`src/rtl/simplez_pkg.sv`:
```
// rtl/simplez_pkg.sv - shared Simplez bus widths, opcodes, peripheral map and status bits
//
// Contents:
//   DATAW, ADDRW          data and address bus widths
//   OP_*                  3-bit instruction opcodes
//   ADDR_*                peripheral address map (LED port, UART data, UART status)
//   STAT_*                bit positions within the UART status word
package simplez_pkg;

  localparam int DATAW = 12;
  localparam int ADDRW = 9;

  localparam logic [2:0] OP_ST   = 3'd0;
  localparam logic [2:0] OP_LD   = 3'd1;
  localparam logic [2:0] OP_ADD  = 3'd2;
  localparam logic [2:0] OP_BR   = 3'd3;
  localparam logic [2:0] OP_BZ   = 3'd4;
  localparam logic [2:0] OP_CLR  = 3'd5;
  localparam logic [2:0] OP_DEC  = 3'd6;
  localparam logic [2:0] OP_HALT = 3'd7;

  localparam logic [ADDRW-1:0] ADDR_LEDS      = 9'o100;
  localparam logic [ADDRW-1:0] ADDR_UART_DATA = 9'o101;
  localparam logic [ADDRW-1:0] ADDR_UART_STAT = 9'o102;

  // Status word: bit0 = holding register empty, bit1 = overrun, bit2 = busy
  localparam int STAT_TXE  = 0;
  localparam int STAT_OVR  = 1;
  localparam int STAT_BUSY = 2;

endpackage

```
`src/rtl/simplez_baud_tick.sv`:
```
// rtl/simplez_baud_tick.sv - free-running baud down-counter emitting one tick per bit period
//
// Ports:
//   clk   in   system clock, state updates on the falling edge
//   rstn  in   synchronous active-low reset
//   en    in   count enable; while low the counter is held at 0
//   tick  out  high whenever the counter is 0 (end of a bit period)
module simplez_baud_tick #(
  parameter int BAUD_DIV = 104
) (
  input  logic clk,
  input  logic rstn,
  input  logic en,
  output logic tick
);

  localparam int CW = $clog2(BAUD_DIV);
  localparam logic [CW-1:0] RELOAD = CW'(BAUD_DIV - 1);

  logic [CW-1:0] cnt;

  // tick depends only on the count, so the enable may itself be a
  // function of tick without forming a combinational loop.
  assign tick = (cnt == '0);

  always_ff @(negedge clk) begin
    if (!rstn) begin
      cnt <= '0;
    end else if (!en) begin
      cnt <= '0;
    end else if (cnt == '0) begin
      cnt <= RELOAD;
    end else begin
      cnt <= cnt - 1'b1;
    end
  end

endmodule

```
`src/rtl/simplez_uart_tx.sv`:
```
// rtl/simplez_uart_tx.sv - memory-mapped 8N1 serial transmitter with one-entry holding register
//
// Ports:
//   clk       in   system clock, state updates on the falling edge
//   rstn      in   synchronous active-low reset
//   addr      in   CPU external address register value
//   wr        in   CPU write strobe
//   data_in   in   CPU data bus during a write
//   data_out  out  combinational read data (status word, holding register or 0)
//   cs        out  high when addr selects the data or status register
//   tx        out  registered serial line, idle high
//   busy      out  high while a frame is being shifted out
module simplez_uart_tx #(
  parameter int                          DATAW     = simplez_pkg::DATAW,
  parameter int                          ADDRW     = simplez_pkg::ADDRW,
  parameter int                          BAUD_DIV  = 104,
  parameter logic [simplez_pkg::ADDRW-1:0] ADDR_DATA = simplez_pkg::ADDR_UART_DATA,
  parameter logic [simplez_pkg::ADDRW-1:0] ADDR_STAT = simplez_pkg::ADDR_UART_STAT
) (
  input  logic             clk,
  input  logic             rstn,
  input  logic [ADDRW-1:0] addr,
  input  logic             wr,
  input  logic [DATAW-1:0] data_in,
  output logic [DATAW-1:0] data_out,
  output logic             cs,
  output logic             tx,
  output logic             busy
);

  import simplez_pkg::*;

  localparam logic [1:0] S_IDLE  = 2'd0;
  localparam logic [1:0] S_START = 2'd1;
  localparam logic [1:0] S_DATA  = 2'd2;
  localparam logic [1:0] S_STOP  = 2'd3;

  logic [1:0] state;
  logic [7:0] hold;
  logic [7:0] shift;
  logic [2:0] bit_idx;
  logic       hold_full;
  logic       overrun;
  logic       tick;
  logic       baud_en;
  logic       sel_data;
  logic       sel_stat;
  logic       wr_data;
  logic       wr_stat;
  logic       stop_done;
  logic       xfer;
  logic       unused_bits;

  assign sel_data = (addr == ADDR_DATA);
  assign sel_stat = (addr == ADDR_STAT);
  assign cs       = sel_data | sel_stat;
  assign wr_data  = wr & sel_data;
  assign wr_stat  = wr & sel_stat;

  // Only the low byte is transmitted.
  assign unused_bits = ^data_in[DATAW-1:8];

  assign busy      = (state != S_IDLE);
  assign stop_done = (state == S_STOP) & tick;

  // Hold moves into the shifter either from idle or straight at the end of
  // a stop bit, which is what gives back-to-back frames no idle gap.
  assign xfer = hold_full & ((state == S_IDLE) | stop_done);

  // Counter runs from the edge a frame is launched until the stop bit that
  // returns to idle; dropping enable on that edge leaves it at 0 so the
  // next launch always starts a full bit period.
  always_comb begin
    baud_en = 1'b0;
    if (state == S_IDLE) begin
      baud_en = hold_full;
    end else begin
      baud_en = !(stop_done && !hold_full);
    end
  end

  simplez_baud_tick #(
    .BAUD_DIV(BAUD_DIV)
  ) u_baud (
    .clk (clk),
    .rstn(rstn),
    .en  (baud_en),
    .tick(tick)
  );

  always_comb begin
    data_out = '0;
    if (sel_stat) begin
      data_out[STAT_TXE]  = ~hold_full;
      data_out[STAT_OVR]  = overrun;
      data_out[STAT_BUSY] = busy;
    end else if (sel_data) begin
      data_out[7:0] = hold;
    end
  end

  // Holding register and overrun flag
  always_ff @(negedge clk) begin
    if (!rstn) begin
      hold      <= '0;
      hold_full <= 1'b0;
      overrun   <= 1'b0;
    end else begin
      if (wr_data && (!hold_full || xfer)) begin
        hold      <= data_in[7:0];
        hold_full <= 1'b1;
      end else if (xfer) begin
        hold_full <= 1'b0;
      end

      if (wr_data && hold_full && !xfer) begin
        overrun <= 1'b1;
      end else if (wr_stat) begin
        overrun <= 1'b0;
      end
    end
  end

  // Frame sequencer; tx is driven only from this register
  always_ff @(negedge clk) begin
    if (!rstn) begin
      state   <= S_IDLE;
      shift   <= '0;
      bit_idx <= '0;
      tx      <= 1'b1;
    end else begin
      case (state)
        S_IDLE: begin
          if (xfer) begin
            shift <= hold;
            tx    <= 1'b0;
            state <= S_START;
          end
        end
        S_START: begin
          if (tick) begin
            bit_idx <= '0;
            tx      <= shift[0];
            state   <= S_DATA;
          end
        end
        S_DATA: begin
          if (tick) begin
            shift <= shift >> 1;
            if (bit_idx == 3'd7) begin
              tx    <= 1'b1;
              state <= S_STOP;
            end else begin
              bit_idx <= bit_idx + 3'd1;
              tx      <= shift[1];
            end
          end
        end
        S_STOP: begin
          if (tick) begin
            if (xfer) begin
              shift <= hold;
              tx    <= 1'b0;
              state <= S_START;
            end else begin
              state <= S_IDLE;
            end
          end
        end
        default: begin
          state <= S_IDLE;
          tx    <= 1'b1;
        end
      endcase
    end
  end

endmodule
```
`config.mk`:
```
export PLATFORM = sky130hd
export DESIGN_NAME = simplez_uart_tx
export DESIGN_NICKNAME = d
export VERILOG_FILES = /design/src/rtl/simplez_pkg.sv /design/src/rtl/simplez_baud_tick.sv /design/src/rtl/simplez_uart_tx.sv
export SDC_FILE = /design/constraint.sdc
export NUM_CORES = 1
export LEC_CHECK = 0
export ABC_CLOCK_PERIOD_IN_PS = 2900
export BUFFER_PORTS_ARGS = -buffer_cell sky130_fd_sc_hd__buf_2
export CAP_MARGIN = 20
export CORE_MARGIN = 2
export CORE_UTILIZATION = 43
export CTS_CLUSTER_SIZE = 16
export DETAILED_ROUTE_END_ITERATION = 8
export GPL_ROUTABILITY_DRIVEN = 0
export PLACE_DENSITY_LB_ADDON = 0.1
export SKIP_CTS_REPAIR_TIMING = 1
export SYNTH_ARGS = -nofsm -noshare
export SYNTH_HDL_FRONTEND = slang
export SYNTH_HIERARCHICAL = 1
export SYNTH_SLANG_ARGS = --single-unit
```
`constraint.sdc`:
```
create_clock -name clk -period 2.9 [get_ports clk]
set_clock_uncertainty 0.1 [all_clocks]
set_input_delay 0.58 -clock clk [delete_from_list [all_inputs] [get_ports clk]]
set_output_delay 0.58 -clock clk [all_outputs]
set_load 0.005 [all_outputs]
```
* Word-level counts from Yosys, hierarchy flattened
Index checks and enable logic that the tools add are counted.
Storage, ports and cells: word-level logic and storage cells 83, register bits after elaboration 31, output and inout port bits 15, input port bits 24
Operators by class: multiplexer cells 30, reduce and logical (&&, ||, !) cells 21, equality and inequality tests 12, add/subtract/negate cells 2, bitwise logic cells 9
Operators with widths (count):
- $mux W8 | 4
- $pmux W8 S3 | 1
- $eq A9 B7 Y1 const B | 2
- $mux W3 | 4
- $ne A2 B2 Y1 const B | 6
- $mux W1 | 11
- $mux W2 | 5
- $pmux W2 S4 | 1
- $reduce_bool A2 Y1 | 4
- $logic_not A7 Y1 | 1
- $mux W7 | 1
- $sub A7 B1 Y7 const B | 1
- $pmux W3 S2 | 1
- $reduce_and A3 Y1 | 2
- $mux W5 | 1
- $reduce_and A5 Y1 | 1
- $and A1 B1 Y1 | 4
- $eq A2 B2 Y1 const B | 2
- $logic_and A1 B1 Y1 | 4
- $pmux W1 S4 | 1
- $reduce_and A4 Y1 | 1
- $add A3 B1 Y3 const B | 1
- $eq A3 B3 Y1 const B | 1
- $logic_not A1 Y1 | 3
- 8 further kinds | 11

* Depth between registers and ports, before layout
word-level depth 7, mapped depth 10, mapped depth without buffers 10

* Cells and area by module
The synthesis kept the hierarchy.
Modules (own cells, without submodules):
- simplez_uart_tx | cells each 161, instances 1, sequential area each 480.5 um^2, area an instance 1362.6 um^2
- simplez_baud_tick | cells each 36, instances 1, sequential area each 140.1 um^2, area an instance 336.6 um^2

==> metrics.yaml <==
layout:
  finalNonFillerCells: 328
  regArea_sq_um: 635.6
  multi_input_area_sq_um: 1013
  layout.nets: 312
  drive_gt1_share_pct: 35.71
  diodes: 0
  area_growth_pct: 39.40
  nFillCells: 321
worst_setup_path:
  crit_fanout: 8
  worstPathRequired_ns: 1.61
  reg2reg_slack_ns: 0.52
  end_kind: "register"
  cp-start-kind: "input pin"
  timing.rr.end: "tx"
  crit_type: "input pin to register"
  rr_worst_depth: 8
  rr_startpoint: "state[0]"
  crit_arrival_ns: 1.98
global_routing:
  grtUsageTotal_pct: 20.02
  grt_pass1_wl_um: 6789
  grt_max_degree: 19
  overflow: 0
  grt_pass1_vias: 1681
  antenna_found_initial: 0
yosys:
  async_reset_ff_share_pct: 0
  yosysTopAreaCellShare_pct: 36.52
  synth_cells: 197
  ys_types: 47
  synth_area_sq_um: 1699
  synth_edf_count: 0
  synth_area_leader_cell: "dfxtp_1"
  avgSynthCellArea_sq_um: 8.625
  synth_seq_cells: 31
  synth_ff_type: "dfxtp_1"
  yosys-top-cells-area: "dfxtp_1, mux2i_1, ha_1, nand2_1, a211oi_1"
  synthTopCellsByCount: "dfxtp_1, nand2_1, mux2i_1"
  yosys_warnings: 6
  ys_seq_area_share_pct: 36.52
  post-synth-top-count-cell: "dfxtp_1"
clock_network:
  tritoncts: "done"
  htree_levels: 2
  clock_latency_ns: 0.35
  cts_made_buffers: 5
  clock_sinks: 31
  clk_pin_slew_ns: 0.03
  root_buffer: "clkbuf_8"
  cts_buffer_depth: 2
drt:
  drc: 0
  vias_per_cell: 4.951
  vias: 1624
  drt-total-wl_um: 3897
  drtIter0Drc: 65
  wl_per_cell_um: 11.88
  firstDrtPassIters: 4
  ant_nets: 0
die:
  die_w_um: 66.86
  rows: 22
  die-area_sq_um: 4470
  num_io_pins: 39
  coreArea_sq_um: 3744
  start_util_pct: 45.39
  die_y_um: 66.86
worst_hold_path:
  hold_depth: 2
  hold_path.class: "register to register"
  hp-start: "shift[7]"
  holdPathEnd: "shift[7]"
sta:
  rsz0062_at_grt: "yes"
  hold_ws_ns: 0.3676
  tightest_slew_ns: 0.7204
  final.setup.worst_slack_ns: -0.3713
  finalMaxSlewViolations: 0
  finalSetupViolCount: 20
  max-slew-margin-rel_pct: 51.97
  finalHoldViolCount: 0
power_and_ir_drop:
  power_density_nw_per_um2: 589.2
  p_leak_nw: 1.107
  peakVddDrop_v: 0.0002535
status:
  status: "finished, violations left"
  violations: "negative setup slack"
flow_run:
  cap_violations: 0
placement:
  place_hpwl_um: 2795
  port-buffer-count: 30
  placedCellCount: 281
  preCtsSetupSlack_ns: -0.7357
[layer usage]
layer	share of wire (%)	vias up	global-route usage, %
li1	-	841	-
met1	44	742	21.23
met2	52	39	33.50
met3	3.8	2	6.419
met4	0.44	0	13.78
met5	0	-	0
[cell usage in the layout, fill, tap and decap left out, types with 3 or more instances in the layout]
master,count
dfxtp_2,12
ha_1,8
nor2_1,12
conb_1,4
buf_6,6
inv_1,37
nand2_1,29
o21ai_2,3
or2_2,3
a21oi_1,8
buf_4,25
clkbuf_8,5
mux2i_1,17
inv_2,4
a22oi_1,3
buf_2,24
dfxtp_1,19
and2_4,4
xnor2_1,3
o21ai_1,4
nor3_1,5
a211oi_1,7
[power breakdown]
part,internal [W],switching [W],leakage (nW)
combinational,0.000169,0.000172,0.632
sequential,0.000452,0.0000182,0.255
clock,0.000310,0.000274,0.220
total,0.000931,0.000464,1.11
[per-stage QoR]
step	power [W]	cell area (sq um)	setup TNS [ns]	utilization [%]
after CTS	0.001392	2216	-5.846	59.19
after detailed placement	0.0008564	1997	-7.092	53.34
after global placement	0.0008458	1997	-6.631	53.34
after global routing	0.001514	2369	-5.736	63.27
after floorplan	0.0007617	1718	-5.214	-
final	0.001396	2369	-4.952	63.27
[state kept, by name, summed over array words and instances (netlist names)]
register    flops
bit_idx         3
state           2
shift           8
u_baud/cnt      7
hold_full       1
hold            8
tx              1
overrun         1
[worst max path at each step]
| stage | slack [ns] | from | to | cells past startpoint |
|---|---|---|---|---|
| detailed placement | -0.74 | addr[7] | hold[3] | 6 |
| floorplan | -0.54 | addr[7] | hold[0] | 5 |
| CTS | -0.43 | state[0] | data_out[2] | 4 |
| finish | -0.37 | addr[2] | hold[4] | 5 |
| global route | -0.41 | addr[2] | hold[3] | 5 |
| global placement | -0.69 | addr[7] | hold[7] | 6 |
[cells by family (layout without fill, tap and decap cells)]
family	count (synthesis)	after routing	synth area share, %
AND/OR/NAND/NOR	71	71	21.43
AO/OA/AOI/OAI	39	39	15.83
flip-flops	31	31	36.52
buffers and inverters	25	105	7.142
multiplexers	18	18	10.68
adder cells (fa/ha/maj)	9	9	6.628
XOR/XNOR	3	3	1.547
other	1	4	0.2207
[critical path, stage by stage]
cell and delay (ns):
buf_6 0.09, or4b_4 0.53, and4bb_1 0.30, and3_4 0.28, mux2i_1 0.20
[final cells by class]
cell class	count	area share (%)
Clock inverter	34	6.656
Multi-Input combinational cell	144	42.79
Clock buffer	5	2.905
Inverter	10	1.585
Timing Repair Buffer	56	16.69
Sequential cell	31	26.84
Tap cell	48	2.536
(Power assumes the default switching activity.)
